--- src/rtl/adder_arbiter.sv ---
// adder_arbiter: round-robin arbiter sharing one W-bit adder between N_REQ requesters.
// One registered result stage; the result is tagged with the id of the winning requester.
// Optional feature macro ADDER_ARB_CHAIN_EN: carry-chaining, in which one requester holds
// the adder for multi-word additions and the stored carry feeds its next beat.
module adder_arbiter #(
  parameter int unsigned N_REQ = 4,
  parameter int unsigned W     = 32,
  localparam int unsigned IdW  = $clog2(N_REQ)
) (
  input  logic               clk,
  input  logic               rst_n,
  input  logic [N_REQ-1:0]   req_valid,
  output logic [N_REQ-1:0]   req_ready,
  input  logic [N_REQ*W-1:0] req_a,
  input  logic [N_REQ*W-1:0] req_b,
  input  logic [N_REQ-1:0]   req_cin,
  input  logic [N_REQ-1:0]   req_chain,
  output logic               rsp_valid,
  output logic [IdW-1:0]     rsp_id,
  output logic [W-1:0]       rsp_sum,
  output logic               rsp_cout,
  output logic               chain_busy
);

  logic [IdW-1:0] ptr_q, ptr_d;
  logic           rr_vld;
  logic [IdW-1:0] rr_idx;
  logic           grant_vld;
  logic [IdW-1:0] grant_idx;
  logic           eff_cin;
  logic [W-1:0]   a_arr [N_REQ];
  logic [W-1:0]   b_arr [N_REQ];
  logic [W:0]     sum_full;

  logic           rsp_valid_q, rsp_valid_d;
  logic [IdW-1:0] rsp_id_q, rsp_id_d;
  logic [W-1:0]   rsp_sum_q, rsp_sum_d;
  logic           rsp_cout_q, rsp_cout_d;

`ifdef ADDER_ARB_CHAIN_EN
  typedef enum logic [0:0] {StIdle, StChain} state_e;
  state_e         state_q, state_d;
  logic [IdW-1:0] owner_q, owner_d;
  logic           carry_q, carry_d;
`else
  // Chaining is compiled out; the input is intentionally ignored.
  logic unused_chain;
  assign unused_chain = ^req_chain;
`endif

  // Unpack the flat operand buses into per-requester words.
  always_comb begin
    for (int unsigned i = 0; i < N_REQ; i++) begin
      a_arr[i] = req_a[i*W +: W];
      b_arr[i] = req_b[i*W +: W];
    end
  end

  // Round-robin search: first valid requester at or above ptr, with wrap-around.
  always_comb begin
    int unsigned    cand;
    logic [IdW-1:0] cand_idx;
    rr_vld   = 1'b0;
    rr_idx   = '0;
    cand     = 0;
    cand_idx = '0;
    for (int unsigned off = 0; off < N_REQ; off++) begin
      cand = int'(ptr_q) + off;
      if (cand >= N_REQ) cand = cand - N_REQ;
      cand_idx = IdW'(cand);
      if (!rr_vld && req_valid[cand_idx]) begin
        rr_vld = 1'b1;
        rr_idx = cand_idx;
      end
    end
  end

  // Grant selection, one-hot ready and the effective carry-in of the granted beat.
  always_comb begin
    grant_vld = rr_vld;
    grant_idx = rr_idx;
    eff_cin   = req_cin[rr_idx];
`ifdef ADDER_ARB_CHAIN_EN
    if (state_q == StChain) begin
      // Only the owner may proceed; a dropped valid stalls everyone.
      grant_vld = req_valid[owner_q];
      grant_idx = owner_q;
      eff_cin   = carry_q;
    end
`endif
    req_ready = '0;
    if (grant_vld) req_ready[grant_idx] = 1'b1;
  end

  assign sum_full = {1'b0, a_arr[grant_idx]} + {1'b0, b_arr[grant_idx]} + {{W{1'b0}}, eff_cin};

  // Next-state for pointer and response stage; results hold when nothing is granted.
  always_comb begin
    ptr_d       = ptr_q;
    rsp_valid_d = 1'b0;
    rsp_id_d    = rsp_id_q;
    rsp_sum_d   = rsp_sum_q;
    rsp_cout_d  = rsp_cout_q;
    if (grant_vld) begin
      // During a chain this re-writes owner+1 every beat, which keeps ptr effectively frozen.
      ptr_d       = (grant_idx == IdW'(N_REQ - 1)) ? '0 : grant_idx + 1'b1;
      rsp_valid_d = 1'b1;
      rsp_id_d    = grant_idx;
      rsp_sum_d   = sum_full[W-1:0];
      rsp_cout_d  = sum_full[W];
    end
  end

`ifdef ADDER_ARB_CHAIN_EN
  // Chain FSM next-state: enter on a chained beat in IDLE, leave on the owner's last beat.
  always_comb begin
    state_d = state_q;
    owner_d = owner_q;
    carry_d = carry_q;
    if (grant_vld) begin
      carry_d = sum_full[W];
      if (state_q == StIdle) begin
        if (req_chain[grant_idx]) begin
          state_d = StChain;
          owner_d = grant_idx;
        end
      end else if (!req_chain[grant_idx]) begin
        state_d = StIdle;
      end
    end
  end

  // Chain FSM state registers.
  always_ff @(posedge clk or negedge rst_n) begin
    if (!rst_n) begin
      state_q <= StIdle;
      owner_q <= '0;
      carry_q <= 1'b0;
    end else begin
      state_q <= state_d;
      owner_q <= owner_d;
      carry_q <= carry_d;
    end
  end

  assign chain_busy = (state_q == StChain);
`else
  assign chain_busy = 1'b0;
`endif

  // Pointer and registered response stage.
  always_ff @(posedge clk or negedge rst_n) begin
    if (!rst_n) begin
      ptr_q       <= '0;
      rsp_valid_q <= 1'b0;
      rsp_id_q    <= '0;
      rsp_sum_q   <= '0;
      rsp_cout_q  <= 1'b0;
    end else begin
      ptr_q       <= ptr_d;
      rsp_valid_q <= rsp_valid_d;
      rsp_id_q    <= rsp_id_d;
      rsp_sum_q   <= rsp_sum_d;
      rsp_cout_q  <= rsp_cout_d;
    end
  end

  assign rsp_valid = rsp_valid_q;
  assign rsp_id    = rsp_id_q;
  assign rsp_sum   = rsp_sum_q;
  assign rsp_cout  = rsp_cout_q;

endmodule

--- config.mk ---
export PLATFORM = sky130hd
export DESIGN_NAME = adder_arbiter
export DESIGN_NICKNAME = d
export VERILOG_FILES = /design/src/rtl/adder_arbiter.sv
export SDC_FILE = /design/constraint.sdc
export NUM_CORES = 1
export LEC_CHECK = 0
export ABC_AREA = 1
export ABC_CLOCK_PERIOD_IN_PS = 5600
export CORE_ASPECT_RATIO = 0.6
export CORE_MARGIN = 2
export CORE_UTILIZATION = 38
export CTS_BUF_LIST = sky130_fd_sc_hd__clkbuf_8
export CTS_CLUSTER_DIAMETER = 200
export DETAILED_ROUTE_END_ITERATION = 16
export PLACE_DENSITY = 0.7
export SETUP_SLACK_MARGIN = 0.4
export SLEW_MARGIN = 20
export SYNTH_ARGS = -nofsm -noshare
export SYNTH_HDL_FRONTEND = slang
export SYNTH_SLANG_ARGS = --single-unit
--- constraint.sdc ---
create_clock -name clk -period 5.6 [get_ports clk]
set_clock_uncertainty 0.1 [all_clocks]
set_input_delay 1.12 -clock clk [delete_from_list [all_inputs] [get_ports clk]]
set_output_delay 1.12 -clock clk [all_outputs]
set_load 0.01 [all_outputs]
==> impl_metrics.tcl, run 1 <==
set metrics [dict create \
    utilization 0.5651 \
    grt_pass1_wl_um 47340 \
    drc_errors 0 \
    critPathLaunchType "input port" \
    hold_path_class "flip-flop to flip-flop" \
    cts_buffer_depth 2 \
    slew_headroom 0.4033 \
    die_y_um 113.4 \
    routedWlPerCell_um 15.62 \
    max_cap_viol_count 0 \
    min_from "rsp_sum[20]$_DFFE_PN0P_" \
    syn_nets 1771 \
    ant_nets 0 \
    critPathLaunch "req_valid[3]" \
    initial_core_util 0.3932 \
    core_area_sq_um 19270 \
    yosysWarnings 0 \
    crit_arrival_ns 3.83 \
    synth-edff-count 0 \
    slew_viol_final 0 \
    routed_wl_um 31050 \
    gr-total-overflow 0 \
    viasPerCell 4.988 \
    antenna_found_initial 4 \
    detailed_place_hpwl_um 25130 \
    finalCritPeriodShare 0.9024 \
    place_area_sq_um 10740 \
    synthCells 1464 \
    num_rows 39 \
    cts_max_level 2 \
    end_kind "output pin" \
    yosysSeqAreaShare 0.1255 \
    yosys.area.top_type "nand2_1" \
    grt_max_degree 109 \
    grt_pass1_vias 8734 \
    cts-root-buf "clkbuf_8" \
    cts_tree "yes" \
    synthTopCellsByArea "nand2_1, inv_1, dfrtp_1" \
    nNetsFinal 2027 \
    cts_made_buffers 5 \
    synth-async-reset-ratio 1.000 \
    required_ns 4.38 \
    crit_path_max_fanout 14 \
    die_area_sq_um 21130 \
    fillers 2018 \
    drt_iter0_drc 771 \
    insertion_delay_ns 0.31 \
    grtUsageTotal 0.2814 \
    netlist.area_leader.share 0.2476 \
    setup_violations 0 \
    drive_gt1_frac 0.02499 \
    fin_area_sq_um 10890 \
    cts.reportedPaths.clkPinSlew_ns 0.07 \
    ys_types 28 \
    syn_area_per_cell_sq_um 5.177 \
    die_w_um 186.3 \
    tightest_slew_ns 0.8951 \
    fmax_mhz 197.9 \
    synthesis.area_sq_um 7579 \
    place.gp.congestion 0.9565 \
    port_buffers 305 \
    crit_type "input port to output pin" \
    ys_ff_latch 38 \
    ios 311 \
    cts_hold_buf 0 \
    rsz0062_at_grt "true" \
    status "completed" \
    vias 9916 \
    dr.pass1.iters 5 \
    timing.setup.tns_ns 0 \
    final_hold_viol_count 0 \
    cts.sinks 38 \
    finalCriticalPeriod_ns 5.053 \
    syn2layout_area_growth_pct 43.72 \
    synth_ff_type "dfrtp_1" \
    r2r_start "ptr_q[0]$_DFFE_PN0P_" \
]
## placed cells by master, fill, tap and decap left out, drive strengths merged
| master | Yosys | final |
|---|---|---|
| nand2 | 503 | 503 |
| inv | 369 | 370 |
| clkdlybuf4s50 | 0 | 304 |
| nand3 | 183 | 183 |
| nand4 | 136 | 136 |
| nor2 | 39 | 39 |
| dfrtp | 38 | 38 |
| ha | 35 | 35 |
| a21oi | 24 | 24 |
| buf | 68 | 24 |
| o21ai | 19 | 19 |
| xnor2 | 13 | 13 |
| nand3b | 9 | 9 |
| clkbuf | 12 | 7 |
| nor3 | 6 | 6 |
| o21bai | 3 | 3 |
| fa | 2 | 2 |
| diode | 0 | 1 |
| and2 | 1 | 1 |
| or2 | 1 | 1 |
| o211ai | 1 | 1 |
| o21a | 1 | 1 |
| conb | 1 | 1 |
| clkinv | 0 | 1 |
## critical path, cell delays in order
cell and delay (ns):
clkdlybuf4s50_1 0.42, inv_1 0.08, nand2_1 0.07, nand3_1 0.13
nand2_1 0.11, nor2_4 0.18, nand3_1 0.09, nand3_1 0.10
nand2_2 0.20, inv_6 0.22, buf_4 0.23, ha_1 0.16
nand2_1 0.06, inv_1 0.07, clkdlybuf4s50_1 0.58
## path summary, 6_finish.rpt
| check | endpoint | slack (ns) | cells after the start |
|---|---|---|---|
| setup / recovery | req_ready[3] | 0.55 | 15 |
| hold / removal | rsp_sum[20]$_DFFE_PN0P_ | 0.38 | 2 |
| setup reg to reg | rsp_sum[31]$_DFFE_PN0P_ | 1.21 | 21 |
| hold reg to reg | rsp_sum[20]$_DFFE_PN0P_ | 0.38 | 2 |
| max in group asynchronous | rsp_sum[17]$_DFFE_PN0P_ | 4.00 | 1 |
| min in group asynchronous | rsp_sum[3]$_DFFE_PN0P_ | 0.83 | 1 |
## cells by family (layout without fill, tap and decap cells)
logic type	Yosys count	count (layout)	synth area share
other cells	1	2	0.0004948
xor+xnor	13	13	0.01502
simple gates	878	878	0.5201
buf+inv	449	706	0.2425
fa+ha+maj	37	37	0.06307
flops	38	38	0.1255
compound gates	48	48	0.03335
## area by class of cell
| type | instances | area (sq um) | share of cell area |
|---|---|---|---|
| inverter | 369 | 1390 | 0.1276 |
| antenna | 1 | 2.502 | 0.0002298 |
| tap | 266 | 332.8 | 0.03056 |
| multi-input combinational | 977 | 4817 | 0.4423 |
| clock inverter | 2 | 8.758 | 0.0008041 |
| timing repair buffer | 329 | 3307 | 0.3036 |
| sequential | 38 | 950.9 | 0.08731 |
| clock buffer | 6 | 82.58 | 0.007582 |
## Yosys cell counts, types with 2 or more instances
library cell / number
nand2_1: 500
inv_1: 366
nand3_1: 180
nand4_1: 136
buf_2: 50
dfrtp_1: 38
nor2_1: 38
ha_1: 35
a21oi_1: 24
o21ai_0: 19
xnor2_1: 13
clkbuf_1: 12
buf_4: 10
nand3b_1: 9
buf_6: 7
nor3_1: 6
inv_2: 3
nand2_2: 3
nand3_2: 3
o21bai_1: 3
fa_1: 2
## what timing repair did
action / 4_1_cts / 5_1_grt
hold endpoints to repair: 0 / 0
buffers inserted: 0 / 1
resized for setup: 0 / 5
endpoints found under the setup margin: 0 / 5
## metal layers
metal  global-route usage  vias up  share of wire
li1                     -     5036              -
met1               0.4418     4441           0.51
met2               0.3998      402           0.39
met3              0.05908       31          0.096
met4              0.02613        6         0.0077
met5                    0        -         0.0014
## per-stage QoR
stage	cells	hold slack (ns)	setup slack [ns]
after floorplan	1464	0.4086	1.638
after global placement	1977	0.3558	0.4929
after detailed placement	1977	0.3652	0.4320
after CTS	1985	0.3874	0.4349
after global routing	1987	0.4085	0.3723
final	1988	0.3847	0.5467
## state kept, by name (all words and copies together), names as in the netlist
register,count
rsp_valid,1
rsp_id,2
ptr_q,2
rsp_cout,1
rsp_sum,32
Power of run 1 is not shown: default switching activity piles up to over one toggle a cycle in this logic, so the estimate is an artifact.
==> run 2: changes to the inputs <==
- GPL_TIMING_DRIVEN: not set -> 0
==> impl_metrics.tcl, run 2 (same netlist as run 1, synthesis figures left out) <==
set metrics [dict create \
    insertion_delay_ns 0.30 \
    required_ns 4.38 \
    hold_path_class "flip-flop to flip-flop" \
    rsz0062_at_grt "true" \
    die_w_um 186.3 \
    crit_path_max_fanout 11 \
    cts_buffer_depth 2 \
    cts_made_buffers 5 \
    largest_reg_flops 32 \
    num_rows 39 \
    wl_met1_um 17860 \
    ios 311 \
    status "completed" \
    critPathLaunchType "input port" \
    slew_headroom 0.6239 \
    finalCriticalPeriod_ns 5.101 \
    mostFrequentLayoutCell "nand2_1" \
    max_cap_viol_count 0 \
    holdPathEnd "rsp_sum[1]$_DFFE_PN0P_" \
    routedWlPerCell_um 17.18 \
    place_area_sq_um 10990 \
    die_y_um 113.4 \
    vias 10420 \
    tightest_slew_ns 0.5642 \
    cts_hold_buf 0 \
    ant_nets 0 \
    grtUsageTotal 0.3202 \
    routed-wl-met3_um 3442 \
    cts.reportedPaths.clkPinSlew_ns 0.08 \
    timing.setup.tns_ns 0 \
    worstHoldPathCells 2 \
    cts-root-buf "clkbuf_8" \
    end_kind "output pin" \
    finalCritPeriodShare 0.9109 \
    dp.cells 2036 \
    port_buffers 305 \
    dr.pass1.iters 6 \
    regToRegSetupSlack_ns 1.38 \
    detailed_place_hpwl_um 30260 \
    initial_core_util 0.3932 \
    cts_max_level 2 \
    r2r_start "ptr_q[0]$_DFFE_PN0P_" \
    core_area_sq_um 19270 \
    place.gp.congestion 0.9684 \
    fmax_mhz 196.0 \
    fin_area_sq_um 11200 \
    grt_max_degree 21 \
    drc_errors 0 \
    final_cell_mix "nand2_1, inv_1, clkdlybuf4s50_1" \
    drt_iter0_drc 1191 \
    dr_wl_met2_um 13660 \
    min_from "rsp_sum[1]$_DFFE_PN0P_" \
    setup_violations 0 \
    antenna_found_initial 5 \
    die_area_sq_um 21130 \
    final_hold_viol_count 0 \
    reg2reg_to "rsp_sum[28]$_DFFE_PN0P_" \
    slew_viol_final 0 \
    top_layer "met5" \
    gr-total-overflow 0 \
    grt_pass1_wl_um 52600 \
    nNetsFinal 2087 \
    utilization 0.5809 \
    crit_type "input port to output pin" \
    cts_tree "yes" \
    syn2layout_area_growth_pct 47.75 \
    grt_pass1_vias 9373 \
    crit_arrival_ns 3.88 \
    final_cells 2051 \
    reg2reg_depth 26 \
    routed_wl_um 35230 \
    cts.sinks 38 \
    viasPerCell 5.078 \
    drive_gt1_frac 0.05166 \
]
-- run 2: worst max-delay path: stages --
cell and delay, ns:
clkdlybuf4s50_1 0.51, inv_1 0.07, nand2_1 0.07, nand2_1 0.10, nand2_1 0.09, nand2_1 0.06
nand2_1 0.09, nand3_2 0.19, nand3_4 0.22, buf_6 0.24, buf_6 0.19, inv_1 0.07
ha_1 0.17, nand2_1 0.08, inv_1 0.04, clkdlybuf4s50_1 0.55
-- run 2: repair_timing --
action                                  CTS  global route
pin swaps                                 0             2
endpoints found under the setup margin    2             9
buffers inserted                          0             3
gates resized for setup                   2            10
gates cloned                              0             0
-- run 2: how the worst max path moves through the flow --
stage	startpoint	endpoint	slack [ns]	cells after the start
2_1_floorplan	req_valid[3]	rsp_sum[28]$_DFFE_PN0P_	1.64	26
3_3_place_gp	req_valid[3]	rsp_sum[28]$_DFFE_PN0P_	0.20	26
3_5_place_dp	req_valid[3]	rsp_sum[28]$_DFFE_PN0P_	0.19	26
4_1_cts	req_valid[3]	req_ready[3]	0.51	15
5_1_grt	req_valid[3]	rsp_sum[30]$_DFFE_PN0P_	0.40	27
6_report	req_valid[3]	req_ready[3]	0.50	16
-- run 2: routing by layer --
| layer | global-route usage | up-vias |
|---|---|---|
| li1 | - | 5166 |
| met5 | 0 | - |
| met2 | 0.4517 | 518 |
| met1 | 0.5166 | 4707 |
| met3 | 0.04492 | 21 |
| met4 | 0.03787 | 4 |
-- run 2: layout make-up --
type                       instances  area [sq um]
timing repair buffer             309          3098
clock buffer                       6         82.58
buffer                            80         470.5
fill                            1982          8078
antenna                            4         10.01
inverter                         369          1385
tap                              266         332.8
sequential                        38         950.9
multi-input combinational        977          4807
clock inverter                     2         60.06
-- run 2: metrics by stage --
step | setup slack [ns] | hold WS [ns]
5_1_grt | 0.3982 | 0.4034
3_5_place_dp | 0.1875 | 0.3646
3_3_place_gp | 0.2045 | 0.3600
6_report | 0.4991 | 0.3814
4_1_cts | 0.5125 | 0.3850
2_1_floorplan | 1.638 | 0.4086
Power of run 2 is left out for the same reason.
==> run 3: changes to the inputs <==
- SETUP_SLACK_MARGIN: 0.4 -> not set
==> impl_metrics.tcl, run 3 (same netlist as run 1, synthesis figures left out) <==
set metrics [dict create \
    crit_path_max_fanout 11 \
    cts.sinks 38 \
    largest_reg_flops 32 \
    setup.worst_path.end "req_ready[3]" \
    cts_setup_buffers 0 \
    drive_gt1_frac 0.04949 \
    cts_resized 0 \
    cts-root-buf "clkbuf_8" \
    reg2reg_to "rsp_sum[28]$_DFFE_PN0P_" \
    syn2layout_area_growth_pct 46.99 \
    cts_max_level 2 \
    cts_tree "yes" \
    critPathLaunch "req_valid[3]" \
    timing.setup.tns_ns 0 \
    mostFrequentLayoutCell "nand2_1" \
    tightest_slew_ns 0.5719 \
    setup_violations 0 \
    fmax_mhz 187.6 \
    dr.pass1.iters 6 \
    num_rows 39 \
    required_ns 4.38 \
    die_y_um 113.4 \
    final_hold_viol_count 0 \
    grt_pass1_vias 9370 \
    rsz0062_at_grt "false" \
    slew_headroom 0.6187 \
    place_area_sq_um 10990 \
    final_cell_mix "nand2_1, inv_1, clkdlybuf4s50_1" \
    routed_wl_um 35140 \
    drc_errors 0 \
    insertion_delay_ns 0.30 \
    vias 10380 \
    cts.reportedPaths.clkPinSlew_ns 0.08 \
    initial_core_util 0.3932 \
    end_kind "output pin" \
    r2r_start "ptr_q[0]$_DFFE_PN0P_" \
    grt_pass1_wl_um 52550 \
    grtUsageTotal 0.3200 \
    slew_viol_final 0 \
    cts_buffer_depth 2 \
    worstHoldPathCells 2 \
    die_area_sq_um 21130 \
    antenna_found_initial 5 \
    regToRegSetupSlack_ns 1.17 \
    fin_area_sq_um 11140 \
    ant_nets 0 \
    status "completed" \
    routedWlPerCell_um 17.16 \
    port_buffers 305 \
    max_cap_viol_count 0 \
    nNetsFinal 2084 \
    drt_iter0_drc 1146 \
    grt_max_degree 21 \
    hold-worst-slack_ns 0.3810 \
    cts_made_buffers 5 \
    finalCritPeriodShare 0.9518 \
    die_w_um 186.3 \
    hold_path_class "flip-flop to flip-flop" \
    place.gp.congestion 0.9684 \
    core_area_sq_um 19270 \
    crit_arrival_ns 4.11 \
    finalCriticalPeriod_ns 5.330 \
    critPathLaunchType "input port" \
    gr-total-overflow 0 \
    crit_type "input port to output pin" \
    cts_hold_buf 0 \
    viasPerCell 5.069 \
    ios 311 \
    reg2reg_depth 26 \
    detailed_place_hpwl_um 30260 \
]
[run 3: changes by cell type in the layout (fill, tap and decap cells not counted)]
cell      before  now
buf_2         44   51
clkbuf_4       5    0
fa_1           1    2
nand3_4        2    0
fa_2           1    0
buf_4         15   10
nand3_2        1    3
[run 3: worst min-delay path by stage]
stage / from / endpoint / slack (ns)
global placement: rsp_sum[1]$_DFFE_PN0P_ / rsp_sum[1]$_DFFE_PN0P_ / 0.36
floorplan: rsp_sum[1]$_DFFE_PN0P_ / rsp_sum[1]$_DFFE_PN0P_ / 0.41
global route: rsp_id[1]$_DFFE_PN0P_ / rsp_id[1]$_DFFE_PN0P_ / 0.40
detailed placement: rsp_sum[1]$_DFFE_PN0P_ / rsp_sum[1]$_DFFE_PN0P_ / 0.36
finish: rsp_sum[1]$_DFFE_PN0P_ / rsp_sum[1]$_DFFE_PN0P_ / 0.38
CTS: rsp_sum[1]$_DFFE_PN0P_ / rsp_sum[1]$_DFFE_PN0P_ / 0.38
[run 3: metal layers]
metal,GRT usage,vias up,part of all wire
met3,0.04492,27,0.094
met1,0.5164,4647,0.51
met5,0,-,0.00071
met2,0.4510,541,0.39
li1,-,5162,-
met4,0.03787,4,0.0074
[run 3: cell type report]
cell class	instances	area [sq um]
multi-input combinational	977	4790
fill	1984	8135
inverter	369	1385
buffer	80	452.9
timing repair buffer	306	3075
antenna	4	10.01
clock buffer	6	82.58
tap	266	332.8
clock inverter	2	60.06
sequential	38	950.9
[run 3: worst max-delay path, stage by stage]
cell             delay, ns
clkdlybuf4s50_1       0.45
inv_1                 0.10
nand2_1               0.07
nand3_1               0.10
nand2_1               0.12
nor2_4                0.15
nand3_2               0.30
nand3_2               0.33
buf_6                 0.25
buf_6                 0.19
inv_1                 0.07
ha_1                  0.17
nand2_1               0.08
inv_1                 0.04
clkdlybuf4s50_1       0.54
[run 3: per-stage QoR]
step | setup slack [ns] | util | cells
finish | 0.2699 | 0.5779 | 2048
global route | 0.1276 | 0.5775 | 2045
CTS | 0.3370 | 0.5774 | 2044
detailed placement | 0.1875 | 0.5700 | 2036
global placement | 0.2045 | 0.5688 | 2035
floorplan | 1.638 | - | 1464
Power of run 3 is left out for the same reason.
